### config.mk
export PLATFORM = sky130hd
export DESIGN_NAME = pa_stream_adapter_flat
export DESIGN_NICKNAME = d
export VERILOG_FILES = /design/src/rtl/pa_stream_adapter_if.sv /design/src/rtl/pa_stream_adapter.sv /design/src/flat_wrapper.sv
export SDC_FILE = /design/constraint.sdc
export NUM_CORES = 2
export LEC_CHECK = 0
export CORE_AREA = 2 2 549 551
export DETAILED_ROUTE_END_ITERATION = 10
export DIE_AREA = 0 0 551 553
export PLACE_DENSITY_LB_ADDON = 0.15
export SLEW_MARGIN = 30
export SYNTH_ARGS = -nofsm -noshare
export SYNTH_HDL_FRONTEND = slang
export SYNTH_SLANG_ARGS = --single-unit
### constraint.sdc
create_clock -name clk -period 47.2 [get_ports clk]
set_input_delay 9.44 -clock clk [delete_from_list [all_inputs] [get_ports clk]]
set_output_delay 9.44 -clock clk [all_outputs]
set_load 0.05 [all_outputs]
### src/rtl/pa_stream_adapter_if.sv
// Handshake and data bundle for pa_stream_adapter: pass control, pixel input stream,
// per-pixel result stream and accumulated gradients.
interface pa_stream_adapter_if #(
  parameter int unsigned C_IN = 6,
  parameter int unsigned K    = 2,
  parameter int unsigned DW   = 32
);
  logic                   start;
  logic [K*C_IN*DW-1:0]   weights;
  logic [K*DW-1:0]        biases;
  logic                   in_valid;
  logic                   in_ready;
  logic [C_IN*DW-1:0]     x_in;
  logic [K*DW-1:0]        fmap_in;
  logic [K*DW-1:0]        err_in;
  logic                   out_valid;
  logic                   out_ready;
  logic [K*DW-1:0]        z_out;
  logic [K*DW-1:0]        y_out;
  logic [K*DW-1:0]        err_out;
  logic [K*C_IN*DW-1:0]   dw_out;
  logic [K*DW-1:0]        db_out;
  logic                   busy;
  logic                   done;

  modport slave (
    input  start, weights, biases, in_valid, x_in, fmap_in, err_in, out_ready,
    output in_ready, out_valid, z_out, y_out, err_out, dw_out, db_out, busy, done
  );

  modport master (
    output start, weights, biases, in_valid, x_in, fmap_in, err_in, out_ready,
    input  in_ready, out_valid, z_out, y_out, err_out, dw_out, db_out, busy, done
  );
endinterface

### src/rtl/pa_stream_adapter.sv
// 1x1 conv parallel adapter (C_IN -> K) over a pixel stream using one shared FP32 mul and add.
// Define PA_BP_EN for backprop (err_out, weight/bias gradients); otherwise forward-only inference.
module pa_stream_adapter #(
  parameter int unsigned C_IN    = 6,
  parameter int unsigned K       = 2,
  parameter int unsigned NUM_PIX = 784,
  parameter int unsigned DW      = 32
) (
  input logic                clk,
  input logic                rst,
  pa_stream_adapter_if.slave bus
);

  localparam int unsigned CW = (C_IN > 1) ? $clog2(C_IN) : 1;
  localparam int unsigned KW = (K > 1) ? $clog2(K) : 1;
  localparam int unsigned PW = (NUM_PIX > 1) ? $clog2(NUM_PIX) : 1;
  localparam logic [31:0] FP_ONE  = 32'h3F80_0000;
  localparam logic [31:0] FP_QNAN = 32'h7FC0_0000;

  typedef enum logic [3:0] {
    S_IDLE, S_WAIT, S_MAC, S_BIAS, S_RES,
`ifdef PA_BP_EN
    S_ERR, S_GRAD,
`endif
    S_OUT, S_DONE
  } state_t;

  // Single-precision multiply, round-to-nearest-even; subnormals flush to signed zero.
  function automatic logic [31:0] fp_mul(input logic [31:0] a, input logic [31:0] b);
    logic              s;
    logic [47:0]       p;
    logic [23:0]       m;
    logic [24:0]       mr;
    logic              g, st;
    logic signed [9:0] e;
    s = a[31] ^ b[31];
    if (a[30:23] == 8'hFF && a[22:0] != '0) return a;
    if (b[30:23] == 8'hFF && b[22:0] != '0) return b;
    if (a[30:23] == 8'hFF || b[30:23] == 8'hFF)
      return (a[30:23] == 8'h00 || b[30:23] == 8'h00) ? FP_QNAN : {s, 8'hFF, 23'd0};
    if (a[30:23] == 8'h00 || b[30:23] == 8'h00) return {s, 31'd0};
    p = {24'd0, 1'b1, a[22:0]} * {24'd0, 1'b1, b[22:0]};
    e = $signed({2'b00, a[30:23]}) + $signed({2'b00, b[30:23]}) - 10'sd127;
    if (p[47]) begin
      m = p[47:24]; g = p[23]; st = |p[22:0]; e = e + 10'sd1;
    end else begin
      m = p[46:23]; g = p[22]; st = |p[21:0];
    end
    mr = {1'b0, m} + {24'd0, g & (st | m[0])};
    if (mr[24]) begin
      mr = mr >> 1; e = e + 10'sd1;
    end
    if (e >= 10'sd255) return {s, 8'hFF, 23'd0};
    if (e <= 10'sd0) return {s, 31'd0};
    return {s, e[7:0], mr[22:0]};
  endfunction

  // Single-precision add with guard/round/sticky, round-to-nearest-even; exact cancellation gives +0.
  function automatic logic [31:0] fp_add(input logic [31:0] a, input logic [31:0] b);
    logic [31:0]       big, sml;
    logic [7:0]        d;
    logic [26:0]       mb, ms, mask;
    logic [27:0]       sum;
    logic [23:0]       m;
    logic [24:0]       mr;
    logic              s, found;
    logic signed [9:0] e;
    int unsigned       lz;
    if (a[30:23] == 8'hFF && a[22:0] != '0) return a;
    if (b[30:23] == 8'hFF && b[22:0] != '0) return b;
    if (a[30:23] == 8'hFF && b[30:23] == 8'hFF && a[31] != b[31]) return FP_QNAN;
    if (a[30:23] == 8'hFF) return a;
    if (b[30:23] == 8'hFF) return b;
    if (a[30:23] == 8'h00 && b[30:23] == 8'h00) return {a[31] & b[31], 31'd0};
    if (a[30:23] == 8'h00) return b;
    if (b[30:23] == 8'h00) return a;
    if (a[30:0] >= b[30:0]) begin
      big = a; sml = b;
    end else begin
      big = b; sml = a;
    end
    s  = big[31];
    e  = $signed({2'b00, big[30:23]});
    d  = big[30:23] - sml[30:23];
    mb = {1'b1, big[22:0], 3'b000};
    ms = {1'b1, sml[22:0], 3'b000};
    if (d >= 8'd27) begin
      ms = 27'd1;
    end else begin
      mask = ~(27'h7FF_FFFF << d);
      ms   = (ms >> d) | {26'd0, |(ms & mask)};
    end
    if (big[31] == sml[31]) begin
      sum = {1'b0, mb} + {1'b0, ms};
      if (sum[27]) begin
        sum = {1'b0, sum[27:2], sum[1] | sum[0]};
        e   = e + 10'sd1;
      end
    end else begin
      sum = {1'b0, mb} - {1'b0, ms};
      if (sum == '0) return 32'd0;
      lz = 0;
      found = 1'b0;
      for (int unsigned i = 0; i < 27; i++) begin
        if (!found) begin
          if (sum[26 - i]) found = 1'b1;
          else lz++;
        end
      end
      sum = sum << lz;
      e   = e - $signed(10'(lz));
    end
    m  = sum[26:3];
    mr = {1'b0, m} + {24'd0, sum[2] & (sum[1] | sum[0] | m[0])};
    if (mr[24]) begin
      mr = mr >> 1; e = e + 10'sd1;
    end
    if (e >= 10'sd255) return {s, 8'hFF, 23'd0};
    if (e <= 10'sd0) return {s, 31'd0};
    return {s, e[7:0], mr[22:0]};
  endfunction

  state_t                           state_q, state_d;
  logic [PW-1:0]                    pix_q, pix_d;
  logic [KW-1:0]                    k_q, k_d;
  logic [CW-1:0]                    c_q, c_d;
  logic [DW-1:0]                    acc_q, acc_d;
  logic [C_IN-1:0][DW-1:0]          x_q, x_d;
  logic [K-1:0][DW-1:0]             fmap_q, fmap_d;
  logic [K-1:0][DW-1:0]             z_q, z_d;
  logic [K-1:0][DW-1:0]             y_q, y_d;
`ifdef PA_BP_EN
  logic [K-1:0][DW-1:0]             err_q, err_d;
  logic [DW-1:0]                    e_q, e_d;
  logic [K-1:0][DW-1:0]             eo_q, eo_d;
  logic [K-1:0][C_IN-1:0][DW-1:0]   dw_q, dw_d;
  logic [K-1:0][DW-1:0]             db_q, db_d;
`endif

  logic [K-1:0][C_IN-1:0][DW-1:0]   w_p;
  logic [K-1:0][DW-1:0]             b_p;
  logic [DW-1:0]                    mul_a, mul_b, mul_res;
  logic [DW-1:0]                    add_a, add_b, add_res;
  logic                             c_last, next_kernel;

  assign w_p    = bus.weights;
  assign b_p    = bus.biases;
  assign c_last = (c_q == CW'(C_IN - 1));

  always_comb begin
    mul_a = '0;
    mul_b = '0;
    case (state_q)
      S_MAC:  begin mul_a = w_p[k_q][c_q]; mul_b = x_q[c_q]; end
`ifdef PA_BP_EN
      // ReLU derivative comes from the sign bit alone, so -0.0 counts as inactive
      S_ERR:  begin mul_a = y_q[k_q][DW-1] ? '0 : FP_ONE; mul_b = err_q[k_q]; end
      S_GRAD: begin mul_a = e_q; mul_b = x_q[c_q]; end
`endif
      default: ;
    endcase
  end

  assign mul_res = fp_mul(mul_a, mul_b);

  always_comb begin
    add_a = '0;
    add_b = '0;
    case (state_q)
      S_MAC:  begin add_a = acc_q; add_b = mul_res; end
      S_BIAS: begin add_a = acc_q; add_b = b_p[k_q]; end
      S_RES:  begin add_a = acc_q; add_b = fmap_q[k_q]; end
`ifdef PA_BP_EN
      S_ERR:  begin add_a = db_q[k_q]; add_b = mul_res; end
      S_GRAD: begin add_a = dw_q[k_q][c_q]; add_b = mul_res; end
`endif
      default: ;
    endcase
  end

  assign add_res = fp_add(add_a, add_b);

  always_comb begin
    state_d     = state_q;
    pix_d       = pix_q;
    k_d         = k_q;
    c_d         = c_q;
    acc_d       = acc_q;
    x_d         = x_q;
    fmap_d      = fmap_q;
    z_d         = z_q;
    y_d         = y_q;
    next_kernel = 1'b0;
`ifdef PA_BP_EN
    err_d       = err_q;
    e_d         = e_q;
    eo_d        = eo_q;
    dw_d        = dw_q;
    db_d        = db_q;
`endif
    case (state_q)
      S_IDLE: begin
        if (bus.start) begin
`ifdef PA_BP_EN
          dw_d = '0;
          db_d = '0;
`endif
          pix_d   = '0;
          state_d = S_WAIT;
        end
      end
      S_WAIT: begin
        if (bus.in_valid) begin
          x_d    = bus.x_in;
          fmap_d = bus.fmap_in;
`ifdef PA_BP_EN
          err_d  = bus.err_in;
`endif
          k_d     = '0;
          c_d     = '0;
          acc_d   = '0;
          state_d = S_MAC;
        end
      end
      S_MAC: begin
        acc_d = add_res;
        if (c_last) begin
          c_d     = '0;
          state_d = S_BIAS;
        end else begin
          c_d = c_q + 1'b1;
        end
      end
      S_BIAS: begin
        acc_d      = add_res;
        z_d[k_q]   = add_res;
        state_d    = S_RES;
      end
      S_RES: begin
        y_d[k_q] = add_res;
`ifdef PA_BP_EN
        state_d  = S_ERR;
`else
        next_kernel = 1'b1;
`endif
      end
`ifdef PA_BP_EN
      S_ERR: begin
        e_d       = mul_res;
        eo_d[k_q] = mul_res;
        db_d[k_q] = add_res;
        c_d       = '0;
        state_d   = S_GRAD;
      end
      S_GRAD: begin
        dw_d[k_q][c_q] = add_res;
        if (c_last) next_kernel = 1'b1;
        else c_d = c_q + 1'b1;
      end
`endif
      S_OUT: begin
        if (bus.out_ready) begin
          if (pix_q == PW'(NUM_PIX - 1)) begin
            state_d = S_DONE;
          end else begin
            pix_d   = pix_q + 1'b1;
            state_d = S_WAIT;
          end
        end
      end
      S_DONE:  state_d = S_IDLE;
      default: state_d = S_IDLE;
    endcase
    if (next_kernel) begin
      if (k_q == KW'(K - 1)) begin
        state_d = S_OUT;
      end else begin
        k_d     = k_q + 1'b1;
        c_d     = '0;
        acc_d   = '0;
        state_d = S_MAC;
      end
    end
  end

  always_ff @(posedge clk or posedge rst) begin
    if (rst) begin
      state_q <= S_IDLE;
      pix_q   <= '0;
      k_q     <= '0;
      c_q     <= '0;
      acc_q   <= '0;
      x_q     <= '0;
      fmap_q  <= '0;
      z_q     <= '0;
      y_q     <= '0;
`ifdef PA_BP_EN
      err_q   <= '0;
      e_q     <= '0;
      eo_q    <= '0;
      dw_q    <= '0;
      db_q    <= '0;
`endif
    end else begin
      state_q <= state_d;
      pix_q   <= pix_d;
      k_q     <= k_d;
      c_q     <= c_d;
      acc_q   <= acc_d;
      x_q     <= x_d;
      fmap_q  <= fmap_d;
      z_q     <= z_d;
      y_q     <= y_d;
`ifdef PA_BP_EN
      err_q   <= err_d;
      e_q     <= e_d;
      eo_q    <= eo_d;
      dw_q    <= dw_d;
      db_q    <= db_d;
`endif
    end
  end

  assign bus.in_ready  = (state_q == S_WAIT);
  assign bus.out_valid = (state_q == S_OUT);
  assign bus.busy      = (state_q != S_IDLE);
  assign bus.done      = (state_q == S_DONE);
  assign bus.z_out     = z_q;
  assign bus.y_out     = y_q;
`ifdef PA_BP_EN
  assign bus.err_out   = eo_q;
  assign bus.dw_out    = dw_q;
  assign bus.db_out    = db_q;
`else
  assign bus.err_out   = '0;
  assign bus.dw_out    = '0;
  assign bus.db_out    = '0;
  logic unused_err_in;
  assign unused_err_in = ^bus.err_in;
`endif

endmodule

### src/flat_wrapper.sv
// flat-port wrapper written by rule: the top's interface ports become plain ports
module pa_stream_adapter_flat 
#(
  parameter int unsigned C_IN    = 6,
  parameter int unsigned K       = 2,
  parameter int unsigned NUM_PIX = 784,
  parameter int unsigned DW      = 32
)
  (clk, rst, bus_start, bus_weights, bus_biases, bus_in_valid, bus_x_in, bus_fmap_in, bus_err_in, bus_out_ready, bus_in_ready, bus_out_valid, bus_z_out, bus_y_out, bus_err_out, bus_dw_out, bus_db_out, bus_busy, bus_done);
  pa_stream_adapter_if #(.C_IN(C_IN), .K(K), .DW(DW)) bus_i ();
  input logic clk;
  input logic rst;
  input wire logic [$bits(bus_i.start)-1:0] bus_start;
  input wire logic [$bits(bus_i.weights)-1:0] bus_weights;
  input wire logic [$bits(bus_i.biases)-1:0] bus_biases;
  input wire logic [$bits(bus_i.in_valid)-1:0] bus_in_valid;
  input wire logic [$bits(bus_i.x_in)-1:0] bus_x_in;
  input wire logic [$bits(bus_i.fmap_in)-1:0] bus_fmap_in;
  input wire logic [$bits(bus_i.err_in)-1:0] bus_err_in;
  input wire logic [$bits(bus_i.out_ready)-1:0] bus_out_ready;
  output wire logic [$bits(bus_i.in_ready)-1:0] bus_in_ready;
  output wire logic [$bits(bus_i.out_valid)-1:0] bus_out_valid;
  output wire logic [$bits(bus_i.z_out)-1:0] bus_z_out;
  output wire logic [$bits(bus_i.y_out)-1:0] bus_y_out;
  output wire logic [$bits(bus_i.err_out)-1:0] bus_err_out;
  output wire logic [$bits(bus_i.dw_out)-1:0] bus_dw_out;
  output wire logic [$bits(bus_i.db_out)-1:0] bus_db_out;
  output wire logic [$bits(bus_i.busy)-1:0] bus_busy;
  output wire logic [$bits(bus_i.done)-1:0] bus_done;
  assign bus_i.start = bus_start;
  assign bus_i.weights = bus_weights;
  assign bus_i.biases = bus_biases;
  assign bus_i.in_valid = bus_in_valid;
  assign bus_i.x_in = bus_x_in;
  assign bus_i.fmap_in = bus_fmap_in;
  assign bus_i.err_in = bus_err_in;
  assign bus_i.out_ready = bus_out_ready;
  assign bus_in_ready = bus_i.in_ready;
  assign bus_out_valid = bus_i.out_valid;
  assign bus_z_out = bus_i.z_out;
  assign bus_y_out = bus_i.y_out;
  assign bus_err_out = bus_i.err_out;
  assign bus_dw_out = bus_i.dw_out;
  assign bus_db_out = bus_i.db_out;
  assign bus_busy = bus_i.busy;
  assign bus_done = bus_i.done;
  pa_stream_adapter #(.C_IN(C_IN), .K(K), .NUM_PIX(NUM_PIX), .DW(DW)) u_core (.clk(clk), .rst(rst), .bus(bus_i));
endmodule
==> reports/metrics.csv <==
metric,value,unit
outcome,"finished, final reports clean",
place_congestion,0.950,
stdcell_count,13700,
slew_violations,0,
synth_seq_cells,433,
clock.fmax,22.0,MHz
finalCriticalPeriod,45360,ps
worstSetupEndpoint,u_core.acc_q[9]$_DFF_PP0_,
r2r_cells,174,
crit_start,bus_weights[366],
slowest_stage,clkdlybuf4s50_1,
r2r_setup_slack,8480,ps
cp_data_required_time,47760,ps
drv_cap,0,
ioPinCount,1417,
grt_overflow,0,
routed_wl,358000,microns
syn2layout_area_growth,33.1,%
track_usage,22.8,%
cts_buffers,50,
drt_iter0_markers,4923,
yosys.area.top_type_share,16.4,%
dieWidth,551,microns
startpoint_type,input port,
period_share,96.1,%
synth_edf_count,0,
async_flop_share,100,%
antenna_found_initial,80,
crit_cells,169,
fin_skew,59.4,ps
cpLargestDelayFamily,compound AO/OA/AOI/OAI gates,
cts_root_buf,clkbuf_16,
yosysWarnings,0,
synth_area_per_cell,8.26,sq um
critPathArrivalTime,45920,ps
die_y,553,microns
dp_hpwl,304000,microns
clk_path_buf_depth,3,
synth-main-ff-cell,dfrtp_1,
drive_gt1_share,20.6,%
crit_path_end_kind,register,
cp_max_fo,18,
h-tree-depth,2,
synth_area_leaders,"dfrtp_1 (16%), fa_1 (15%), nand2_1 (6.1%)",
wire_per_inst,26.1,microns
first_pass_iters,9,
num-nets-final,11200,
rows,201,
ys_seq_area_share,16.4,%
syn_area,0.0662,sq mm
hold_class,reg2reg,
grt_pass1_wl,503000,microns
setup-violations-final,0,
crit_path_max_incr_delay,600,ps
tightest_slew,1220,ps
start_util,22.2,%
synth.distinct_cells,126,
ant_nets,0,
core,0.299,sq mm
regToRegEndpoint,u_core.acc_q[9]$_DFF_PP0_,
cts_tree,done,
die-area,0.305,sq mm
worst_skew_pair.late_latency,700,ps
portBuffers,840,
max_slew_margin,18.7,%
cpMostUsedCell,ha_1,
num_vias,65700,
grt_pass1_vias,66600,
viasPerCell,4.79,
crit_type,in2reg,
reg2reg_from,u_core.state_q[1]$_DFFE_PP0P_,
drc,0,
critical_path_buf_inv_count,22,
clk_pin_slew,60,ps
clkSinkCount,433,
place_inst,13500,
synth_top_cell_by_area,dfrtp_1,
synthCells,8019,
grt_max_degree,156,
hold_viol,0,
## synth_stat cells (all sizes together), types with 31 or more instances
library cell / n
dfrtp: 433
nand4: 76
or3: 53
mux2i: 136
nor4: 58
nand2b: 47
or2: 39
xor2: 54
a21oi: 353
a211oi: 69
o21bai: 33
inv: 767
o31ai: 54
and2: 127
o21a: 45
nor3: 142
o211ai: 54
and3: 180
clkbuf: 358
buf: 599
a31oi: 64
nand2: 1079
a21o: 58
ha: 301
mux2: 325
nand3: 146
a22o: 33
o21ai: 432
fa: 485
nor2b: 31
nor2: 557
xnor2: 161
mux4: 127
## stage by stage
step	hold slack (ps)	TNS (ps)	setup slack (ps)	cell area, sq um	utilization, %
after floorplan	450	0	693	68100	-
after global placement	463	-73040	-776	85100	28.5
after detailed placement	462	-82890	-908	85200	28.5
after CTS	478	0	55.0	86900	29.1
after global routing	497	-1340	-85.3	88100	29.5
final	475	0	1840	88100	29.5
## logic make-up after synthesis
group | share of synthesized area [%]
AO/OA/AOI/OAI | 16.1
XOR/XNOR | 3.46
adder cells (fa/ha/maj) | 20.4
buffers and inverters | 12.8
flip-flops | 16.4
multiplexers | 11.9
other | 0.00566
AND/OR/NAND/NOR | 18.9
## placed cells by master (no fill, tap or decap), drive strengths merged, types with 136 or more instances in the layout
cell type	count
mux2i	136
conb	512
dfrtp	433
buf	1174
xnor2	161
ha	301
clkdlybuf4s50	834
inv	770
a21oi	353
fa	485
nor3	142
nand3	146
o21ai	433
mux2	325
nand2	1079
nor2	557
and3	180
## layer usage
| layer | vias up | wire length [microns] | track usage, % |
|---|---|---|---|
| li1 | 30100 | - | - |
| met3 | 371 | 15800 | 2.23 |
| met5 | - | 41 | 0 |
| met4 | 6 | 16600 | 9.54 |
| met1 | 33100 | 150000 | 28.5 |
| met2 | 2139 | 176000 | 39.7 |
## state kept, by name, summed over array words and instances (netlist names)
register / count
u_core.acc_q: 32
u_core.bus.y_out: 64
u_core.bus.z_out: 64
u_core.c_q: 3
u_core.fmap_q: 64
u_core.k_q: 1
u_core.pix_q: 10
u_core.state_q: 3
u_core.x_q: 192
## worst min path at each step
stage | endpoint | slack (ps) | startpoint | cells after the start
2_1_floorplan | u_core.acc_q[18]$_DFF_PP0_ | 450 | u_core.acc_q[18]$_DFF_PP0_ | 2
3_3_place_gp | u_core.bus.z_out[58]$_DFFE_PP0P_ | 460 | u_core.bus.z_out[58]$_DFFE_PP0P_ | 2
3_5_place_dp | u_core.bus.z_out[26]$_DFFE_PP0P_ | 460 | u_core.bus.z_out[26]$_DFFE_PP0P_ | 2
4_1_cts | u_core.bus.z_out[26]$_DFFE_PP0P_ | 480 | u_core.bus.z_out[26]$_DFFE_PP0P_ | 2
5_1_grt | u_core.bus.y_out[36]$_DFFE_PP0P_ | 500 | u_core.bus.y_out[36]$_DFFE_PP0P_ | 2
6_report | u_core.bus.z_out[2]$_DFFE_PP0P_ | 480 | u_core.bus.z_out[2]$_DFFE_PP0P_ | 2
## cell type report
cell class / instances / area (sq um)
timing repair buffer: 2014 / 17800
sequential: 433 / 10800
inverter: 771 / 2910
clock buffer: 70 / 1450
multi-input combinational: 6370 / 49800
clock inverter: 20 / 201
fill: 32200 / 211000
tap: 3958 / 4950
antenna: 86 / 215
## worst register-to-register path, delay by kind of cell, from the launching register on
kind	cells	cell delay, ps
fa+ha+maj	33	11180
compound gates	56	10400
simple gates	43	8440
buf+inv	27	4720
mux	9	1920
xor+xnor	6	1240
flops	1	740
## repair_timing
action,in CTS,in global routing
cloned,0,1
buffers inserted,0,28
gates resized for setup,7,145
pin swaps,0,41
hold buffers,0,0
endpoints found under the setup margin,75,155
Power is not shown: default switching activity piles up to over one toggle a cycle in this logic, so the estimate is an artifact.
